### src/rtl/csr_pkg.sv
// Shared CSR definitions: address map, Zicsr funct3 encodings and data word type.
package csr_pkg;

    localparam int CSR_XLEN = 32;

    typedef logic [CSR_XLEN-1:0] csr_word_t;

    localparam logic [11:0] SCRATCH_BASE   = 12'h340;
    localparam logic [11:0] ADDR_MCYCLE    = 12'hB00;
    localparam logic [11:0] ADDR_MCYCLEH   = 12'hB80;
    localparam logic [11:0] ADDR_MINSTRET  = 12'hB02;
    localparam logic [11:0] ADDR_MINSTRETH = 12'hB82;
    localparam logic [11:0] ADDR_CYCLE     = 12'hC00;
    localparam logic [11:0] ADDR_CYCLEH    = 12'hC80;
    localparam logic [11:0] ADDR_INSTRET   = 12'hC02;
    localparam logic [11:0] ADDR_INSTRETH  = 12'hC82;

    typedef enum logic [2:0] {
        OP_RW  = 3'b001,
        OP_RS  = 3'b010,
        OP_RC  = 3'b011,
        OP_RWI = 3'b101,
        OP_RSI = 3'b110,
        OP_RCI = 3'b111
    } csr_op_e;

endpackage

### src/rtl/csr_file_counter64.sv
// 64-bit counter with half-word write ports; a write blocks that edge's increment.
module csr_counter64
    import csr_pkg::*;
(
    input  logic        clk,
    input  logic        rst,
    input  logic        incEn,
    input  logic        wrLo,
    input  logic        wrHi,
    input  csr_word_t   wdata,
    output logic [63:0] value
);

    always_ff @(posedge clk or posedge rst) begin
        if (rst) begin
            value <= '0;
        end else if (wrLo || wrHi) begin
            if (wrLo) value[31:0]  <= wdata;
            if (wrHi) value[63:32] <= wdata;
        end else if (incEn) begin
            value <= value + 64'd1;
        end
    end

endmodule

### src/rtl/csr_file.sv
// Zicsr register file: scratch CSRs, tohost with strobe, optional counters.
// Counters are built only when CSR_COUNTERS_EN is defined.
module csr_file
    import csr_pkg::*;
#(
    parameter int          XLEN        = 32,
    parameter int          NUM_SCRATCH = 4,
    parameter logic [11:0] TOHOST_ADDR = 12'h51E
) (
    input  logic            clk,
    input  logic            rst,
    input  logic            csr_valid,
    input  logic            stall,
    input  logic            flush,
    input  logic [2:0]      csr_funct3,
    input  logic [11:0]     csr_addr,
    input  logic [4:0]      csr_rs1_idx,
    input  logic [XLEN-1:0] csr_wsrc,
    input  logic            retire,
    output logic [XLEN-1:0] csr_rdata,
    output logic            csr_rdata_valid,
    output logic            csr_illegal,
    output logic [XLEN-1:0] tohost,
    output logic            tohost_strobe
);

    logic                   accept;
    logic                   opOk;
    logic                   wrReq;
    logic                   hit;
    logic                   readOnly;
    logic                   illegal;
    logic                   doWrite;
    logic                   tohostSel;
    logic [NUM_SCRATCH-1:0] scrSel;
    csr_word_t              operand;
    csr_word_t              oldVal;
    csr_word_t              newVal;
    csr_word_t              scratchQ [NUM_SCRATCH];

    assign accept  = csr_valid & ~stall & ~flush;
    assign opOk    = csr_funct3[1:0] != 2'b00;
    assign wrReq   = (csr_funct3[1:0] == 2'b01) | (csr_rs1_idx != 5'd0);
    assign operand = csr_funct3[2] ? {{(CSR_XLEN-5){1'b0}}, csr_rs1_idx}
                                   : csr_wsrc;

`ifdef CSR_COUNTERS_EN
    logic        cycLoSel;
    logic        cycHiSel;
    logic        insLoSel;
    logic        insHiSel;
    logic [63:0] cycVal;
    logic [63:0] insVal;
`else
    logic        unusedRetire;
    assign unusedRetire = retire;
`endif

    always_comb begin
        oldVal    = '0;
        hit       = 1'b0;
        readOnly  = 1'b0;
        tohostSel = 1'b0;
        scrSel    = '0;
`ifdef CSR_COUNTERS_EN
        cycLoSel  = 1'b0;
        cycHiSel  = 1'b0;
        insLoSel  = 1'b0;
        insHiSel  = 1'b0;
`endif
        for (int i = 0; i < NUM_SCRATCH; i++) begin
            if (csr_addr == SCRATCH_BASE + 12'(i)) begin
                scrSel[i] = 1'b1;
                hit       = 1'b1;
                oldVal    = scratchQ[i];
            end
        end
        if (csr_addr == TOHOST_ADDR) begin
            tohostSel = 1'b1;
            hit       = 1'b1;
            oldVal    = tohost;
        end
`ifdef CSR_COUNTERS_EN
        // user-level aliases at 0xCxx share the machine counters but are read-only
        unique case (csr_addr)
            ADDR_MCYCLE, ADDR_CYCLE: begin
                hit      = 1'b1;
                cycLoSel = 1'b1;
                oldVal   = cycVal[31:0];
            end
            ADDR_MCYCLEH, ADDR_CYCLEH: begin
                hit      = 1'b1;
                cycHiSel = 1'b1;
                oldVal   = cycVal[63:32];
            end
            ADDR_MINSTRET, ADDR_INSTRET: begin
                hit      = 1'b1;
                insLoSel = 1'b1;
                oldVal   = insVal[31:0];
            end
            ADDR_MINSTRETH, ADDR_INSTRETH: begin
                hit      = 1'b1;
                insHiSel = 1'b1;
                oldVal   = insVal[63:32];
            end
            default: ;
        endcase
        readOnly = hit & (csr_addr[11:10] == 2'b11);
`endif
    end

    always_comb begin
        newVal = oldVal;
        case (csr_op_e'(csr_funct3))
            OP_RW, OP_RWI: newVal = operand;
            OP_RS, OP_RSI: newVal = oldVal | operand;
            OP_RC, OP_RCI: newVal = oldVal & ~operand;
            default:       newVal = oldVal;
        endcase
    end

    assign illegal = ~opOk | ~hit | (readOnly & wrReq);
    assign doWrite = accept & ~illegal & wrReq;

`ifdef CSR_COUNTERS_EN
    csr_counter64 uCycle (
        .clk   (clk),
        .rst   (rst),
        .incEn (1'b1),
        .wrLo  (doWrite & cycLoSel),
        .wrHi  (doWrite & cycHiSel),
        .wdata (newVal),
        .value (cycVal)
    );

    csr_counter64 uInstret (
        .clk   (clk),
        .rst   (rst),
        .incEn (retire),
        .wrLo  (doWrite & insLoSel),
        .wrHi  (doWrite & insHiSel),
        .wdata (newVal),
        .value (insVal)
    );
`endif

    always_ff @(posedge clk or posedge rst) begin
        if (rst) begin
            for (int i = 0; i < NUM_SCRATCH; i++) scratchQ[i] <= '0;
        end else begin
            for (int i = 0; i < NUM_SCRATCH; i++) begin
                if (doWrite && scrSel[i]) scratchQ[i] <= newVal;
            end
        end
    end

    always_ff @(posedge clk or posedge rst) begin
        if (rst) begin
            tohost          <= '0;
            tohost_strobe   <= 1'b0;
            csr_rdata       <= '0;
            csr_rdata_valid <= 1'b0;
            csr_illegal     <= 1'b0;
        end else begin
            tohost_strobe   <= doWrite & tohostSel & (newVal != '0);
            if (doWrite && tohostSel) tohost <= newVal;
            csr_rdata_valid <= accept;
            csr_illegal     <= accept & illegal;
            if (accept) csr_rdata <= illegal ? '0 : oldVal;
        end
    end

endmodule

### config.mk
export PLATFORM = sky130hd
export DESIGN_NAME = csr_file
export DESIGN_NICKNAME = d
export VERILOG_FILES = /design/src/rtl/csr_pkg.sv /design/src/rtl/csr_file_counter64.sv /design/src/rtl/csr_file.sv
export SDC_FILE = /design/constraint.sdc
export NUM_CORES = 1
export LEC_CHECK = 0
export ABC_AREA = 1
export ABC_CLOCK_PERIOD_IN_PS = 7150
export BUFFER_PORTS_ARGS = -buffer_cell sky130_fd_sc_hd__buf_2
export CORE_ASPECT_RATIO = 2
export CORE_MARGIN = 1
export CORE_UTILIZATION = 55
export CTS_CLUSTER_DIAMETER = 30
export DETAILED_ROUTE_END_ITERATION = 16
export PLACE_DENSITY = 0.76
export SETUP_SLACK_MARGIN = 0.1
export SLEW_MARGIN = 15
export SYNTH_ARGS = -nofsm -noshare
export SYNTH_HDL_FRONTEND = slang
export SYNTH_SLANG_ARGS = --single-unit
### constraint.sdc
create_clock -name clk -period 7.15 [get_ports clk]
set_clock_uncertainty 0.2 [all_clocks]
set_input_delay 0.3575 -clock clk [delete_from_list [all_inputs] [get_ports clk]]
set_output_delay 0.3575 -clock clk [all_outputs]
set_load 0.005 [all_outputs]
==> results.ini, run 1 <==
[status]
status=complete, no violations

[critical_path]
worstSetupEndpointType=flop
r2r_end=tohost_strobe
cp.arrival_ps=4160
reg2reg_slack_ps=5140
cp.required_ps=7270
reg2reg_depth=12
worstReg2RegStart=scratchQ[78]
crit_path_start_kind=input port
crit_path_max_fanout=65
crit_type=input port to flop

[place]
hpwl_um=19200
place_area_sq_mm=0.0104
portBuffers=123
place_ws_ps=2750
gp_congestion=0.846

[min_path]
holdCritPathClass=input port to flop
hp-start=csr_funct3[1]
min_path_cells=4
whs_endpoint=csr_illegal

[timing]
holdWs_ps=147
max_slew.worst_pin.slew_ps=1150
drv_slew=0
fin_ws_ps=3120
period_needed_ps=4030
fmax_mhz=248
final-setup-viol-count=0
fin_crit_sh=0.564
maxSlewHeadroom=0.233
rsz0062_at_grt=no
report.final.hold_viol_count=0
fin_tns_setup_ps=0

[synth]
yosysWarningCount=0
synthesis.nets=1303
synth-seq-area-share=0.503
syn_inst=1245
yosys.area.top_type=dfrtp_1
ys_ff_latch=195
synthMuxAreaShare=0.00580
synth_xor_xnor_area_share=0.000902
synthTopCellsByArea=dfrtp_1 50%, nand2_1 12%, o21ai_0 10%
netlist_area_sq_mm=0.00971
synth_cell_types=28
yosys.area_share.simple=0.257
syn_avg_cell_area_sq_um=7.80
synth-compound-area-share=0.158
synth_fa_ha_area_frac=0
synth_top_family_by_area=simple AND/OR/NAND/NOR gates
netlist.area_leader.share=0.503

[cells_and_area]
final_cell_mix=313 x nand2_1, 202 x o21ai_0, 195 x dfrtp_1
finalInstanceArea_sq_mm=0.0110
final_common_cell=nand2_1
final_net_count=1382
synthToLayoutAreaGrowth_pct=13.1
drive_gt1_frac=0.163

[power_and_ir_drop]
clkPwrFrac=0.421
pwr-share-seq=0.514
swShare=0.258
internal-power_w=0.00159
power_density_mw_per_mm2=196
p_leak_nw=5.46
pwr-share-comb=0.065
p_sw_w=0.000553
ir_worst_vdd_mv=0.157

[drt]
vias_per_cell=5.89
drtIter0Drc=770
drt_pass1_iterations=5
routed_wl_um=29300
drcViolationCount=0
vias=9112
ant_nets=0
wl_per_cell_um=18.9

[flow_run]
drv_cap=0

[clocking]
hold_buffers=3
cts.path.max_buffers=2
cts_tree=done
root_buffer=clkbuf_16
cts_buffers=17
clk_latency_ps=440
cts_resized=0
cts-htree-levels=4
clkTransAtPathRegs_ps=70
cts_setup_buffers=0
numClockSinks=195

[global_routing]
grt_pass1_vias=8557
grt_pass1_wl_um=45800
grt_start_max_net_pins=133
antenna_found_initial=1
grt_util_all_layers=0.342
grt_overflow=0

[floorplan]
die_w_um=96.0
start_util=0.562
boundaryPins=125
die-area_sq_mm=0.0182
core_sq_mm=0.0173
die_h_um=190
rows=68

[cell usage after synthesis, drive strengths merged]
master	count
xor2	1
mux2	5
dfrtp	195
and3	2
nand3	125
clkbuf	65
and2	1
o2111ai	1
o21ai	216
inv	113
a211oi	1
a32o	32
nand2	314
nor2	100
a21oi	21
buf	14
or2	32
nand4	3
nor3	4
[through the flow]
step	std cells	total power (W)	utilization
floorplan	1245	0.00121	-
finish	1547	0.00215	0.636
detailed placement	1512	0.00126	0.602
CTS	1546	0.00216	0.636
global placement	1512	0.00126	0.602
global route	1547	0.00221	0.636
[worst max-delay path by stage]
| stage | slack, ps | end | start | cells after the start |
|---|---|---|---|---|
| 2_1_floorplan | 1280 | csr_illegal | rst | 1 |
| 3_3_place_gp | 2810 | scratchQ[117] | csr_addr[11] | 13 |
| 3_5_place_dp | 2750 | scratchQ[115] | csr_addr[11] | 13 |
| 4_1_cts | 3130 | tohost[4] | csr_addr[8] | 12 |
| 5_1_grt | 2810 | tohost[4] | csr_addr[8] | 13 |
| 6_report | 3120 | tohost[4] | csr_addr[11] | 11 |
[cells by family (layout without fill, tap and decap cells)]
family / Yosys count / in the layout
buffers and inverters: 192 / 283
other: 0 / 1
multiplexers: 5 / 5
AND/OR/NAND/NOR: 581 / 581
flip-flops: 195 / 195
XOR/XNOR: 1 / 1
AO/OA/AOI/OAI: 271 / 271
[worst max-delay path: stages]
cell and delay, ps:
buf_2 100, nor2_1 180, nand2_1 120, nor2_4 450, buf_4 530, nand2_1 290, a21oi_2 240, nand2_1 110
a21oi_2 500, nand2_2 800, o21ai_0 450
[power by group through the flow]
stage | registers, W | clock network [W] | logic [W]
2_1_floorplan | 0.00112 | 0 | 0.0000819
3_3_place_gp | 0.00112 | 0 | 0.000136
3_5_place_dp | 0.00112 | 0 | 0.000138
4_1_cts | 0.00110 | 0.000914 | 0.000140
5_1_grt | 0.00110 | 0.000956 | 0.000156
6_report | 0.00110 | 0.000904 | 0.000140
[metal layers]
| metal | vias up | share of wire | GRT usage |
|---|---|---|---|
| met2 | 404 | 0.51 | 0.565 |
| li1 | 4229 | - | - |
| met5 | - | 0 | 0 |
| met1 | 4360 | 0.35 | 0.381 |
| met4 | 0 | 0.090 | 0.282 |
| met3 | 119 | 0.057 | 0.0476 |
[registers in the layout, indices dropped and copies added (netlist names)]
| name | flops |
|---|---|
| csr_rdata | 32 |
| csr_illegal | 1 |
| csr_rdata_valid | 1 |
| tohost | 32 |
| tohost_strobe | 1 |
| scratchQ | 128 |
[area by class of cell]
cell class | count | area (sq um)
multi-input cells | 858 | 4110
clock inverters | 13 | 121
well taps | 210 | 263
inverters | 113 | 432
clock buffers | 18 | 429
fillers | 1551 | 6290
flip-flops and latches | 195 | 4880
repair buffers | 139 | 743
diodes | 1 | 2.50
Power figures use the tool's default switching activity.
==> run 2, diff against run 1 <==
--- a/config.mk
+++ b/config.mk
@@ -5,12 +5,12 @@
 export SDC_FILE = /design/constraint.sdc
 export NUM_CORES = 1
 export LEC_CHECK = 0
-export ABC_AREA = 1
-export ABC_CLOCK_PERIOD_IN_PS = 7150
+export ABC_AREA = 0
+export ABC_CLOCK_PERIOD_IN_PS = 3700
 export BUFFER_PORTS_ARGS = -buffer_cell sky130_fd_sc_hd__buf_2
 export CORE_ASPECT_RATIO = 2
 export CORE_MARGIN = 1
-export CORE_UTILIZATION = 55
+export CORE_UTILIZATION = 52
 export CTS_CLUSTER_DIAMETER = 30
 export DETAILED_ROUTE_END_ITERATION = 16
 export PLACE_DENSITY = 0.76
==> constraint.sdc (replaced) <==
create_clock -name clk -period 3.7 [get_ports clk]
set_clock_uncertainty 0.2 [all_clocks]
set_input_delay 0.185 -clock clk [delete_from_list [all_inputs] [get_ports clk]]
set_output_delay 0.185 -clock clk [all_outputs]
set_load 0.005 [all_outputs]
==> run 2 against run 1 <==
  * Routed wire length fell by 2.7%
  * Critical endpoint is now scratchQ[125]
  * Synthesized cell count fell by 21%
  * Flip-flop and latch count did not move
  * Highest routed layer unchanged
  * Area after synthesis fell by 2.4%
==> results.ini, run 2 <==
[status]
status=complete, no violations

[clocking]
cts_resized=0
clk_latency_ps=440
hold_buffers=4
root_buffer=clkbuf_16
cts.path.max_buffers=2
cts_tree=done
numClockSinks=195
cts_buffers=17
cts-htree-levels=4
cts_setup_buffers=0
clkTransAtPathRegs_ps=70

[critical_path]
reg2reg_slack_ps=690
worstReg2RegStart=scratchQ[57]
path_buf_inv=3
crit_path_max_fanout=55
path_depth=10
crit_path_start_kind=input port
critical-path-top-delay-family=simple AND/OR/NAND/NOR gates
crit_path_start=flush
r2r_end=tohost_strobe
slowest_stage=or3_2
endpoint=scratchQ[125]
cp.required_ps=3790
crit_type=input port to flop
crit_path_max_incr_delay_ps=870
cp_cell_sequence=dlygate4sd3_1 > buf_2 > or3b_2 > inv_1 > o211ai_4 > a31oi_4 > nand2_1 > or3_2 > nand2_1 > o21ai_1
reg2reg_depth=8
worstSetupEndpointType=flop
cp.arrival_ps=3250
crit_top_cell=nand2_1

[global_routing]
grt_pass1_wl_um=43900
antenna_found_initial=0
grt_pass1_vias=7973
grt_start_max_net_pins=74
grt_overflow=0
grt_util_all_layers=0.312

[synth]
synthFlopType=dfrtp_1
synthesis.nets=1047
netlist_area_sq_mm=0.00948
syn_inst=989
yosys.area.top_type=dfrtp_1
syn_avg_cell_area_sq_um=9.59
yosys-top-cells-count=269 x nand2_1, 195 x dfrtp_1, 115 x o21ai_0, 41 x clkbuf_1, 40 x nor2_1
synth_async_sr_flop_share=1.00
synthTopCellsByArea=dfrtp_1 51%, nand2_1 11%, o21ai_0 6.1%
yosysWarningCount=0
synth_edf_count=0
ys_ff_latch=195
synth-seq-area-share=0.515
synth_cell_types=63
netlist.area_leader.share=0.515
yosys.cell_count.top_type=nand2_1

[power_and_ir_drop]
power_density_mw_per_mm2=386
p_leak_nw=5.33
ir_worst_vdd_mv=0.313

[cells_and_area]
antennaDiodeCount=0
final_net_count=1167
top_regs=scratchQ: 128 flops, csr_rdata: 32 flops, tohost: 32 flops
synthToLayoutAreaGrowth_pct=15.8
finalInstanceArea_sq_mm=0.0110
utilization=0.617
top_register=scratchQ
final_common_cell=nand2_1
final_cell_mix=269 x nand2_1, 195 x dfrtp_1, 123 x buf_2
drive_gt1_frac=0.226
largest_register_ffs=128
fillCellCount=1536

[timing]
maxSlewHeadroom=0.317
period_needed_ps=3160
final-setup-viol-count=0
fmax_mhz=316
fin_tns_setup_ps=0
max_slew.worst_pin.slew_ps=1020
rsz0062_at_grt=no
fin_crit_sh=0.855
fin_ws_ps=535
drv_slew=0
report.final.hold_viol_count=0

[drt]
routed_wl_um=28500
vias_per_cell=6.10
drcViolationCount=0
wl_per_cell_um=21.3
vias=8141
drtIter0Drc=668
drt_pass1_iterations=8
ant_nets=0

[place]
hpwl_um=20800
place_area_sq_mm=0.0104
place_ws_ps=290
portBuffers=123
gp_congestion=0.947

[min_path]
holdCritPathClass=input port to flop

[flow_run]
drv_cap=0

[floorplan]
boundaryPins=125
rows=69
die-area_sq_mm=0.0188
die_w_um=97.5
start_util=0.533
core_sq_mm=0.0178
die_h_um=193

run 2: changes by cell type after synthesis, moves of 45 or more:
cell,change
o21ai_0,-87
nand3_1,-115
inv_1,-109
nor2_1,-57
nand2_1,-45
run 2: metrics by stage:
stage,hold slack (ps),cells,power (W)
3_5_place_dp,-113,1299,0.00249
4_1_cts,108,1335,0.00426
6_report,118,1335,0.00424
5_1_grt,181,1335,0.00437
2_1_floorplan,240,989,0.00236
3_3_place_gp,-114,1299,0.00248
run 2: cells by family after synthesis:
logic type                count (synthesis)  synth area share
AOI/OAI and AO/OA                       257             0.172
DFF                                     195             0.515
and+or+nand+nor                         393             0.182
buffers and inverters                    75            0.0404
muxes                                    46            0.0698
xor gates and xnor gates                 23            0.0212
run 2: cell type report:
class                           count  area, sq um  area share
Sequential cell                   195         4880       0.445
Multi-Input combinational cell    719         4220       0.385
Clock inverter                     13          134      0.0122
Inverter                            4         18.8     0.00171
Clock buffer                       19          433      0.0394
Timing Repair Buffer              172         1020      0.0928
Tap cell                          213          267      0.0243
run 2: how the worst min path moves through the flow:
stage	from	end	slack [ps]	cells after the start
after floorplan	scratchQ[24]	scratchQ[24]	240	2
after global routing	csr_wsrc[6]	scratchQ[102]	180	5
after CTS	csr_wsrc[5]	scratchQ[69]	110	5
final	csr_wsrc[5]	scratchQ[101]	120	5
after detailed placement	rst	scratchQ[36]	-110	2
after global placement	rst	scratchQ[4]	-110	2
run 2: report_power, final:
part / internal, W / switching [W]
clock: 0.000900 / 0.000885
combinational: 0.000109 / 0.000211
sequential: 0.00213 / 0.000000236
total: 0.00314 / 0.00110
run 2: layer usage:
layer / wire length (um) / global-route usage
met3: 1460 / 0.0407
met4: 2700 / 0.275
met1: 9720 / 0.347
met5: 0 / 0
met2: 14600 / 0.526
run 2: worst register-to-register path: stages (launching register included):
cell and delay, ps:
dfrtp_1 390, mux2_4 270, a22o_1 190, a222oi_1 640, a22o_2 390, nand2_1 60
or3b_1 350, nor4_1 270, a31oi_1 110
==> run 3, diff against run 2 <==
--- a/config.mk
+++ b/config.mk
@@ -14,6 +14,7 @@
 export CTS_CLUSTER_DIAMETER = 30
 export DETAILED_ROUTE_END_ITERATION = 16
 export PLACE_DENSITY = 0.76
+export REMOVE_ABC_BUFFERS = 1
 export SETUP_SLACK_MARGIN = 0.1
 export SLEW_MARGIN = 15
 export SYNTH_ARGS = -nofsm -noshare
==> run 3 against run 2 <==
  * Sequential power barely moved
  * Worst hold slack got worse by 31 ps
  * Setup slack got worse by 240 ps
  * Total power rose by 0.95%
  * Maximum frequency fell by 7.1%
  * Clock power rose by 2%
  * Final area fell by 0.31%
  * Flip-flop and latch count did not move
  * Clock-buffer cell count fell by 2
  * Final cell count fell by 0.22%
  * Largest power group unchanged
==> results.ini, run 3 (synthesis gave the netlist of run 2 again) <==
[timing]
rsz0062_at_grt=no
period_needed_ps=3410
maxSlewHeadroom=0.277
fmax_mhz=294
report.final.hold_viol_count=0
fin_ws_ps=293
fin_crit_sh=0.921
max_slew.worst_pin.slew_ps=1080
drv_slew=0
final-setup-viol-count=0
fin_tns_setup_ps=0
holdWs_ps=87.7

[flow_run]
drv_cap=0

[clocking]
cts-htree-levels=4
numClockSinks=195
cts_tree=done
root_buffer=clkbuf_16
clkTransAtPathRegs_ps=80
cts_buffers=17
cts.path.max_buffers=2
clk_latency_ps=440

[cells_and_area]
final_cell_mix=269 x nand2_1, 195 x dfrtp_1, 123 x buf_2
top_regs=scratchQ: 128 flops, csr_rdata: 32 flops, tohost: 32 flops
antennaDiodeCount=0
fin_cells=1332
largest_register_ffs=128
top_register=scratchQ
synthToLayoutAreaGrowth_pct=15.4
utilization=0.615
fillCellCount=1500
final_common_cell=nand2_1
final_net_count=1165
drive_gt1_frac=0.225

[drt]
routed_wl_um=27600
vias=8064
wl_per_cell_um=20.7
ant_nets=0
wirelength_met1_um=10500
drcViolationCount=0
vias_per_cell=6.05
drtIter0Drc=594
dr.max_layer_used=met4
wl_met2_um=14100
drt_pass1_iterations=5
dr_wl_met3_um=1830

[floorplan]
core_sq_mm=0.0178
boundaryPins=125
rows=69
die_w_um=97.5
start_util=0.533
die-area_sq_mm=0.0188
die_h_um=193

[critical_path]
crit_type=input port to flop
crit_path_start=stall
cp_cell_sequence=dlygate4sd3_1 > buf_2 > or3b_2 > dlygate4sd3_1 > inv_1 > o211ai_4 > a31oi_4 > and2_2 > nand2_1 > buf_4 > nand2_1 > o21ai_0
path_buf_inv=5
critical-path-top-delay-family=buffers and inverters
cp.arrival_ps=3530
worstReg2RegStart=scratchQ[63]
cp.required_ps=3820
crit_path_max_fanout=16
crit_path_max_incr_delay_ps=590
crit_path_start_kind=input port
slowest_stage=dlygate4sd3_1
worstSetupEndpointType=flop

[place]
hpwl_um=18400
place_ws_ps=84.3
place_inst=1298
portBuffers=123
gp_congestion=0.828

[power_and_ir_drop]
power_density_mw_per_mm2=391
p_leak_nw=5.32
ir_worst_vdd_mv=0.277

[global_routing]
grt_pass1_wl_um=43600
grt_pass1_vias=8046
grt_overflow=0
grt_util_all_layers=0.306
grt_start_max_net_pins=120
antenna_found_initial=0

[min_path]
holdCritPathClass=input port to flop
hp-start=csr_wsrc[15]

[status]
status=complete, no violations

-- run 3: cell types whose count changed in the layout (fill, tap and decap cells not counted), sizes merged --
cell         before  now
clkbuf           19   17
inv              13   12
dlygate4sd3       4    3
bufinv            0    1
clkinv            3    4
buf             168  167
-- run 3: final timing paths --
check / end / slack (ps) / depth (start not counted)
min in group asynchronous: scratchQ[126] / 280 / 3
setup reg to reg: tohost_strobe / 1010 / 8
setup / recovery: scratchQ[91] / 290 / 12
hold / removal: scratchQ[79] / 90 / 5
max in group asynchronous: scratchQ[77] / 2140 / 4
hold reg to reg: csr_rdata[0] / 270 / 2
-- run 3: where the power goes --
group	switching, W	total (W)	internal [W]	leakage [nW]
clock	0.000880	0.00183	0.000946	0.279
combinational	0.000213	0.000319	0.000106	2.32
sequential	0.000000153	0.00213	0.00213	2.72
total	0.00109	0.00428	0.00318	5.32
-- run 3: area by class of cell --
class,count,area [sq um],share of cell area
multi-input cells,719,4220,0.386
well taps,213,267,0.0244
clock inverters,14,140,0.0128
repair buffers,170,988,0.0903
flip-flops and latches,195,4880,0.446
clock buffers,17,425,0.0389
inverters,4,22.5,0.00206
-- run 3: per-stage QoR --
| stage | total power, W | instance area, sq um |
|---|---|---|
| finish | 0.00428 | 10900 |
| global route | 0.00439 | 10900 |
| CTS | 0.00428 | 10900 |
| detailed placement | 0.00249 | 10300 |
| global placement | 0.00248 | 10300 |
| floorplan | 0.00233 | 9110 |
-- run 3: timing repair --
action | in CTS | in global routing
gates resized for setup | 0 | 0
hold endpoints to repair | 118 | 0
hold buffers | 3 | 0
setup buffers | 0 | 0
-- run 3: metal layers --
| layer | global-route usage | vias up |
|---|---|---|
| met3 | 0.0595 | 73 |
| li1 | - | 3671 |
| met4 | 0.153 | 0 |
| met1 | 0.367 | 3959 |
| met5 | 0 | - |
| met2 | 0.526 | 361 |
-- run 3: worst min-delay path: cells and delay by family --
kind | cells | cell delay [ps]
buffers and inverters | 1 | 70
and+or+nand+nor | 1 | 60
AOI/OAI and AO/OA | 3 | 380
